`src/rtl/pal_cfg_loader.sv`:
```
// Configuration sequencer for the PAL array: accepts parallel bitstream words
// over valid/ready and shifts them LSB first into the serial CFG chain.
module pal_cfg_loader #(
   parameter int N = 4,
   parameter int M = 3,
   parameter int P = 3,
   parameter int W = 8
) (
   input  logic         CLK,
   input  logic         RST,
   input  logic         START,
   input  logic [W-1:0] WORD_DATA,
   input  logic         WORD_VALID,
   output logic         WORD_READY,
   output logic         PAL_CFG,
   output logic         PAL_CLK_EN,
   output logic         BUSY,
   output logic         DONE
);

   localparam int L  = 2*N*P + P*M;
   localparam int RW = $clog2(L+1);
   localparam int CW = $clog2(W+1);

   typedef enum logic [1:0] {S_IDLE, S_LOAD, S_SHIFT, S_DONE} state_t;

   state_t        state, state_nx;
   logic [W-1:0]  sreg, sreg_nx;
   logic [CW-1:0] bits, bits_nx;
   logic [RW-1:0] rem, rem_nx;
   logic [CW-1:0] take;
   logic          cfg_nx, en_nx;

   // bits counts the word bits still to present after the one on PAL_CFG
   always_comb take = (32'(rem) >= 32'(W)) ? CW'(W) : CW'(rem);

   always_comb begin
      state_nx = state;
      sreg_nx  = sreg;
      bits_nx  = bits;
      rem_nx   = rem;
      cfg_nx   = 1'b0;
      en_nx    = 1'b0;
      case (state)
         S_IDLE, S_DONE: begin
            if (START) begin
               state_nx = S_LOAD;
               rem_nx   = RW'(L);
            end
         end
         S_LOAD: begin
            if (WORD_VALID) begin
               state_nx = S_SHIFT;
               cfg_nx   = WORD_DATA[0];
               en_nx    = 1'b1;
               sreg_nx  = WORD_DATA >> 1;
               bits_nx  = take - CW'(1);
               rem_nx   = rem - RW'(1);
            end
         end
         S_SHIFT: begin
            if (bits != '0) begin
               cfg_nx  = sreg[0];
               en_nx   = 1'b1;
               sreg_nx = sreg >> 1;
               bits_nx = bits - CW'(1);
               rem_nx  = rem - RW'(1);
            end else begin
               state_nx = (rem == '0) ? S_DONE : S_LOAD;
            end
         end
         default: state_nx = S_IDLE;
      endcase
   end

   always_ff @(posedge CLK or posedge RST) begin
      if (RST) begin
         state      <= S_IDLE;
         sreg       <= '0;
         bits       <= '0;
         rem        <= '0;
         WORD_READY <= 1'b0;
         PAL_CFG    <= 1'b0;
         PAL_CLK_EN <= 1'b0;
         BUSY       <= 1'b0;
         DONE       <= 1'b0;
      end else begin
         state      <= state_nx;
         sreg       <= sreg_nx;
         bits       <= bits_nx;
         rem        <= rem_nx;
         WORD_READY <= (state_nx == S_LOAD);
         PAL_CFG    <= cfg_nx;
         PAL_CLK_EN <= en_nx;
         BUSY       <= (state_nx == S_LOAD) || (state_nx == S_SHIFT);
         DONE       <= (state_nx == S_DONE);
      end
   end

endmodule

```
`config.mk`:
```
export PLATFORM = sky130hd
export DESIGN_NAME = pal_cfg_loader
export DESIGN_NICKNAME = d
export VERILOG_FILES = /design/src/rtl/pal_cfg_loader.sv
export SDC_FILE = /design/constraint.sdc
export NUM_CORES = 1
export LEC_CHECK = 0
export CAP_MARGIN = 40
export CORE_ASPECT_RATIO = 1.1
export CORE_MARGIN = 4
export CORE_UTILIZATION = 58
export DETAILED_ROUTE_END_ITERATION = 10
export GPL_ROUTABILITY_DRIVEN = 1
export PLACE_DENSITY = 0.83
export SYNTH_ARGS = -nofsm -noshare
export SYNTH_HDL_FRONTEND = slang
export SYNTH_SLANG_ARGS = --single-unit
```
`constraint.sdc`:
```
create_clock -name CLK -period 3.6 [get_ports CLK]
set_input_delay 0.72 -clock CLK [delete_from_list [all_inputs] [get_ports CLK]]
set_output_delay 0.72 -clock CLK [all_outputs]
set_load 0.01 [all_outputs]
```
==> results.json, run 1 <==
{
  "outcome": "finished clean",
  "dr.pass1.iters": 4,
  "switching_share_pct": 38.9,
  "ys_seq_area_share_pct": 45.9,
  "min_path_cells": 2,
  "drtAntennaViolNets": 0,
  "r2r_cells": 5,
  "htreeDepth": 1,
  "grt_pass1_wl_mm": 4.33,
  "max_freq_mhz": 449,
  "overflow": 0,
  "rsz0062_at_grt": "no",
  "relSlewSlack_pct": 49.0,
  "cts-root-buf": "clkbuf_4",
  "tightest_slew_ns": 0.764,
  "ios": 17,
  "synth_edf_count": 0,
  "fin_setup_tns_ns": 0,
  "portBuffers": 16,
  "tritoncts": "done",
  "multi_input_area_sq_um": 647,
  "die_x_microns": 53.3,
  "num_rows": 17,
  "grt_pass1_vias": 997,
  "fp.dieH_microns": 57.8,
  "slew_violations": 0,
  "cts_hold_buf": 0,
  "routabilityCongestion": 0.792,
  "coreArea_sq_um": 2080,
  "dr.first_iter.drc_count": 23,
  "grt_max_degree": 27,
  "start_util_pct": 62.8,
  "vias": 1048,
  "clkLatencyLatePin_ns": 0.32,
  "p_clk_share_pct": 16.0,
  "synthCells": 134,
  "clock_path_buffers": 2,
  "crit_path_start_kind": "input port",
  "avgRoutedWirePerCell_microns": 14.7,
  "setup.worst_path.end_class": "flop",
  "hold_ws_ns": 0.550,
  "required_ns": 3.82,
  "dp_hpwl_mm": 1.97,
  "synth_cell_types": 30,
  "worstHoldPathType": "reg -> reg",
  "synth_warnings": 0,
  "syn_area_per_cell_sq_um": 9.77,
  "irDropWorstVdd_mv": 0.506,
  "syn_nets": 153,
  "cp.arrival_ns": 2.45,
  "seq_area_sq_um": 601,
  "ys.flop_type": "dfrtp_1",
  "syn-cell-area_sq_um": 1310,
  "antenna_found_initial": 0,
  "total_power_w": 0.00122,
  "antennaDiodeCount": 0,
  "setup_violations": 0,
  "async_flop_share_pct": 100,
  "cts_resized": 0,
  "wl_mm": 2.62,
  "viasPerCell": 5.89,
  "path_class": "in -> reg",
  "track_usage_pct": 18.6,
  "layout-drive-gt1-share_pct": 6.67,
  "p_leak_nw": 0.637,
  "clk_pin_slew_worst_paths_ns": 0.14,
  "hold_viol": 0,
  "cp_max_fo": 20,
  "layout.nets": 170,
  "internal-power_w": 0.000745,
  "dieArea_sq_um": 3080,
  "cap_violations": 0,
  "drcViolationCount": 0,
  "fin_skew_ns": 0.0115,
  "power_density_nw_per_um2": 785,
  "seqPwrFrac_pct": 38.1,
  "period_minus_slack_ns": 2.23,
  "combinationalPowerShare_pct": 45.9,
  "cts_buffers": 3,
  "cts_setup_buffers": 0,
  "switchingPower_w": 0.000473,
  "ys_ff_latch": 24,
  "cts_sinks": 24,
  "fin_crit_sh_pct": 61.9,
  "fillers": 159,
  "areaGrowthSynthToFinish_pct": 18.5
}
==> Yosys cell counts (2+ instances only) <==
cell / count / area [sq um]
nand2_1: 7 / 26.3
nor3_1: 3 / 15.0
o31ai_1: 3 / 22.5
dfrtp_1: 24 / 601
nand2b_1: 3 / 18.8
or3_1: 2 / 12.5
o31a_1: 3 / 26.3
ha_1: 7 / 87.6
a211oi_1: 2 / 15.0
mux2i_1: 6 / 60.1
inv_1: 7 / 26.3
nand3_1: 6 / 30.0
a211o_1: 4 / 35.0
o21ai_0: 11 / 55.1
nor2b_1: 2 / 12.5
a21oi_1: 14 / 70.1
nand3b_1: 3 / 22.5
buf_2: 4 / 20.0
nor2_1: 12 / 45.0
==> path summary, 6_finish.rpt <==
path | from | endpoint | slack, ns
worst max-delay path | WORD_VALID | bits[0] | 1.37
worst min-delay path | sreg[3] | sreg[3] | 0.55
worst max register to register | state[1] | bits[0] | 1.51
worst min register to register | sreg[3] | sreg[3] | 0.55
max in group asynchronous | RST | rem[5] | 2.45
min in group asynchronous | RST | PAL_CFG | 0.70
==> worst max-delay path, stage by stage <==
cell	delay, ns
clkdlybuf4s50_1	0.57
nand2_1	0.12
a22oi_2	0.63
mux2_2	0.41
==> metrics by stage <==
| step | worst slack, ns | util, % | cells | area, sq um |
|---|---|---|---|---|
| 2_1_floorplan | 1.62 | - | 134 | 1310 |
| 3_3_place_gp | 1.10 | 70.5 | 172 | 1470 |
| 3_5_place_dp | 1.04 | 71.9 | 174 | 1500 |
| 4_1_cts | 1.39 | 74.4 | 178 | 1550 |
| 5_1_grt | 1.25 | 74.4 | 178 | 1550 |
| 6_report | 1.37 | 74.4 | 178 | 1550 |
==> metal layers <==
layer  wire length (microns)  global-route usage, %  up-vias
met5                       0                      0        -
met4                      38                   7.30        0
met3                     115                   2.57        5
met2                    1330                   30.3       26
met1                    1140                   24.6      506
li1                        -                      -      511
==> registers in the layout, indices dropped and copies added (netlist names) <==
signal / flops
sreg: 7
rem: 6
bits: 4
state: 2
BUSY: 1
DONE: 1
PAL_CFG: 1
PAL_CLK_EN: 1
WORD_READY: 1
==> kinds of logic (layout without fill, tap and decap cells) <==
group           count (synthesis)  count (layout)  synth area share, %
flops                          24              24                 45.9
buf+inv                        13              29                 4.68
fa+ha+maj                       7               7                 6.69
mux                             7               7                 5.45
compound gates                 40              40                 19.4
simple gates                   43              43                 17.9
==> cell type report <==
class / instances / share of cell area (%)
timing repair buffer: 18 / 12.3
clock inverter: 1 / 1.94
inverter: 7 / 1.69
clock buffer: 3 / 1.45
sequential: 24 / 38.7
tap: 28 / 2.26
multi-input combinational: 97 / 41.7
==> cell usage in the layout, fill, tap and decap left out, types with 4 or more instances in the layout <==
master           synthesis  final
a211o_1                  4      4
mux2i_1                  6      6
ha_1                     7      7
o21ai_0                 11     11
nand3_1                  6      6
dfrtp_1                 24     24
clkdlybuf4s50_1          0     16
nor2_1                  12     12
nand2_1                  7      7
a21oi_1                 14     14
inv_1                    7      7
==> power by group through the flow <==
stage	Sequential (W)	Clock (W)	Combinational, W
after floorplan	0.000461	0	0.000400
after global placement	0.000459	0	0.000516
after detailed placement	0.000468	0	0.000560
after CTS	0.000462	0.000198	0.000562
after global routing	0.000477	0.000206	0.000632
final	0.000464	0.000195	0.000560
No activity file was read; power rests on OpenSTA's default activity.
==> inputs of run 2 (changes only) <==
--- a/config.mk
+++ b/config.mk
@@ -8,10 +8,10 @@
 export CAP_MARGIN = 40
 export CORE_ASPECT_RATIO = 1.1
 export CORE_MARGIN = 4
-export CORE_UTILIZATION = 58
+export CORE_UTILIZATION = 48
 export DETAILED_ROUTE_END_ITERATION = 10
 export GPL_ROUTABILITY_DRIVEN = 1
-export PLACE_DENSITY = 0.83
+export PLACE_DENSITY = 0.74
 export SYNTH_ARGS = -nofsm -noshare
 export SYNTH_HDL_FRONTEND = slang
 export SYNTH_SLANG_ARGS = --single-unit
==> constraint.sdc (replaced) <==
create_clock -name CLK -period 1.8 [get_ports CLK]
set_input_delay 0.36 -clock CLK [delete_from_list [all_inputs] [get_ports CLK]]
set_output_delay 0.36 -clock CLK [all_outputs]
set_load 0.01 [all_outputs]
==> run 2 against run 1 <==
Compared with the run above: flip-flop and latch count is the same; utilization shrank 6.1 points; final area grew 12%; count of clock-buffer cells in the layout is the same; clock power grew 17%; critical path type is now reg -> reg; largest cell class unchanged; largest power group unchanged.
==> results.json, run 2 (synthesis gave the netlist of run 1 again) <==
{
  "final_core_util_pct": 68.4,
  "crit_path_start_kind": "flop",
  "wl_mm": 2.88,
  "coreArea_sq_um": 2540,
  "reg2reg_from": "bits[2]",
  "viasPerCell": 5.53,
  "wirelength_met1_mm": 1.34,
  "die_x_microns": 57.8,
  "reg_top3": "sreg: 7 flops, rem: 6 flops, bits: 4 flops",
  "setup_violations": 0,
  "hold_viol": 0,
  "grt_pass1_vias": 1065,
  "cp_max_fo": 2,
  "switchingPower_w": 0.00101,
  "fin_crit_sh_pct": 99.3,
  "clkLatencyLatePin_ns": 0.31,
  "total_power_w": 0.00257,
  "outcome": "finished clean",
  "drtAntennaViolNets": 0,
  "dr.pass1.iters": 4,
  "worstSetupStartpoint": "bits[2]",
  "num_rows": 19,
  "wl_met3_microns": 99,
  "antenna_found_initial": 0,
  "required_ns": 2.00,
  "internal-power_w": 0.00156,
  "p_clk_share_pct": 8.9,
  "clock_path_buffers": 2,
  "clk_pin_slew_worst_paths_ns": 0.12,
  "dr.first_iter.drc_count": 26,
  "largest_reg_flops": 7,
  "tightest_slew_ns": 0.428,
  "grt_pass1_wl_mm": 4.50,
  "areaGrowthSynthToFinish_pct": 32.9,
  "power_density_nw_per_um2": 1480,
  "fin_skew_ns": 0.00372,
  "htreeDepth": 1,
  "dieArea_sq_um": 3630,
  "fp.dieH_microns": 62.8,
  "irDropWorstVdd_mv": 1.05,
  "regMostFlops": "sreg",
  "path_class": "reg -> reg",
  "antennaDiodeCount": 0,
  "seqPwrFrac_pct": 35.0,
  "fin_setup_tns_ns": 0,
  "overflow": 0,
  "switching_share_pct": 39.4,
  "cts-root-buf": "clkbuf_4",
  "combinationalPowerShare_pct": 56.1,
  "layout.nets": 193,
  "cts_buffers": 3,
  "dr_wl_met2_mm": 1.42,
  "cp.arrival_ns": 1.99,
  "period_minus_slack_ns": 1.79,
  "worstHoldPathType": "in -> async",
  "mostFrequentLayoutCells": "dfrtp_1, buf_4, clkdlybuf4s50_1, a21oi_1, nor2_1",
  "track_usage_pct": 15.5,
  "routed.top_layer": "met4",
  "cts_sinks": 24,
  "p_leak_nw": 0.738,
  "grt_max_degree": 25,
  "layout-drive-gt1-share_pct": 25.0,
  "drcViolationCount": 0,
  "ios": 17,
  "tritoncts": "done",
  "max_freq_mhz": 559,
  "avgRoutedWirePerCell_microns": 14.2,
  "vias": 1122,
  "slew_violations": 0,
  "cap_violations": 0,
  "dp_hpwl_mm": 1.93,
  "relSlewSlack_pct": 71.4,
  "portBuffers": 16,
  "setup.worst_path.end_class": "flop",
  "routabilityCongestion": 0.783,
  "rsz0062_at_grt": "yes",
  "start_util_pct": 51.5
}
run 2: cell count changes in the layout (fill, tap and decap cells not counted), sizes merged:
cell / before / now
bufinv: 1 / 0
buf: 2 / 25
run 2: final timing paths:
kind / cells after the start / to / slack [ns]
worst max-delay path: 5 / BUSY / 0.01
worst min-delay path: 3 / sreg[2] / 0.38
worst max register to register: 5 / BUSY / 0.01
worst min register to register: 1 / rem[0] / 0.54
max in group asynchronous: 3 / state[1] / 1.16
min in group CLK: 1 / rem[0] / 0.54
run 2: through the flow:
step	cell area, sq um	cells	hold WS, ns	worst slack (ns)
finish	1740	203	0.383	0.0119
global route	1740	203	0.394	-0.0448
CTS	1620	193	0.383	0.00471
detailed placement	1590	190	0.525	-0.00619
global placement	1590	190	0.506	0.0352
floorplan	1340	134	0.375	-0.0244
run 2: cell type report:
| cell class | count | area [sq um] |
|---|---|---|
| clock buffers | 3 | 22.5 |
| well taps | 31 | 38.8 |
| repair buffers | 41 | 349 |
| inverters | 7 | 26.3 |
| multi-input cells | 97 | 701 |
| fillers | 185 | 805 |
| flip-flops and latches | 24 | 602 |
run 2: layer usage:
metal,track usage [%],vias up
li1,-,561
met1,20.1,542
met2,25.3,17
met3,2.07,2
met4,6.67,0
met5,0,-
run 2: critical path, stage by stage (launching register included):
cell	delay [ns]
dfrtp_1	0.41
or4_4	0.55
nand3_2	0.10
a21oi_2	0.07
a211o_1	0.30
ha_1	0.27
run 2: repair_timing:
item,in CTS,in global routing
buffers inserted,0,9
gates cloned,0,1
setup endpoints to repair,1,15
pin swaps,1,9
hold buffers,0,0
resized for setup,0,13
run 2: power groups by stage:
stage                     registers (W)  logic [W]  clock network [W]
after floorplan                0.000924   0.000826                  0
after global placement         0.000885    0.00120                  0
after detailed placement       0.000897    0.00125                  0
after CTS                      0.000886    0.00126           0.000240
after global routing           0.000926    0.00162           0.000263
final                          0.000900    0.00144           0.000229
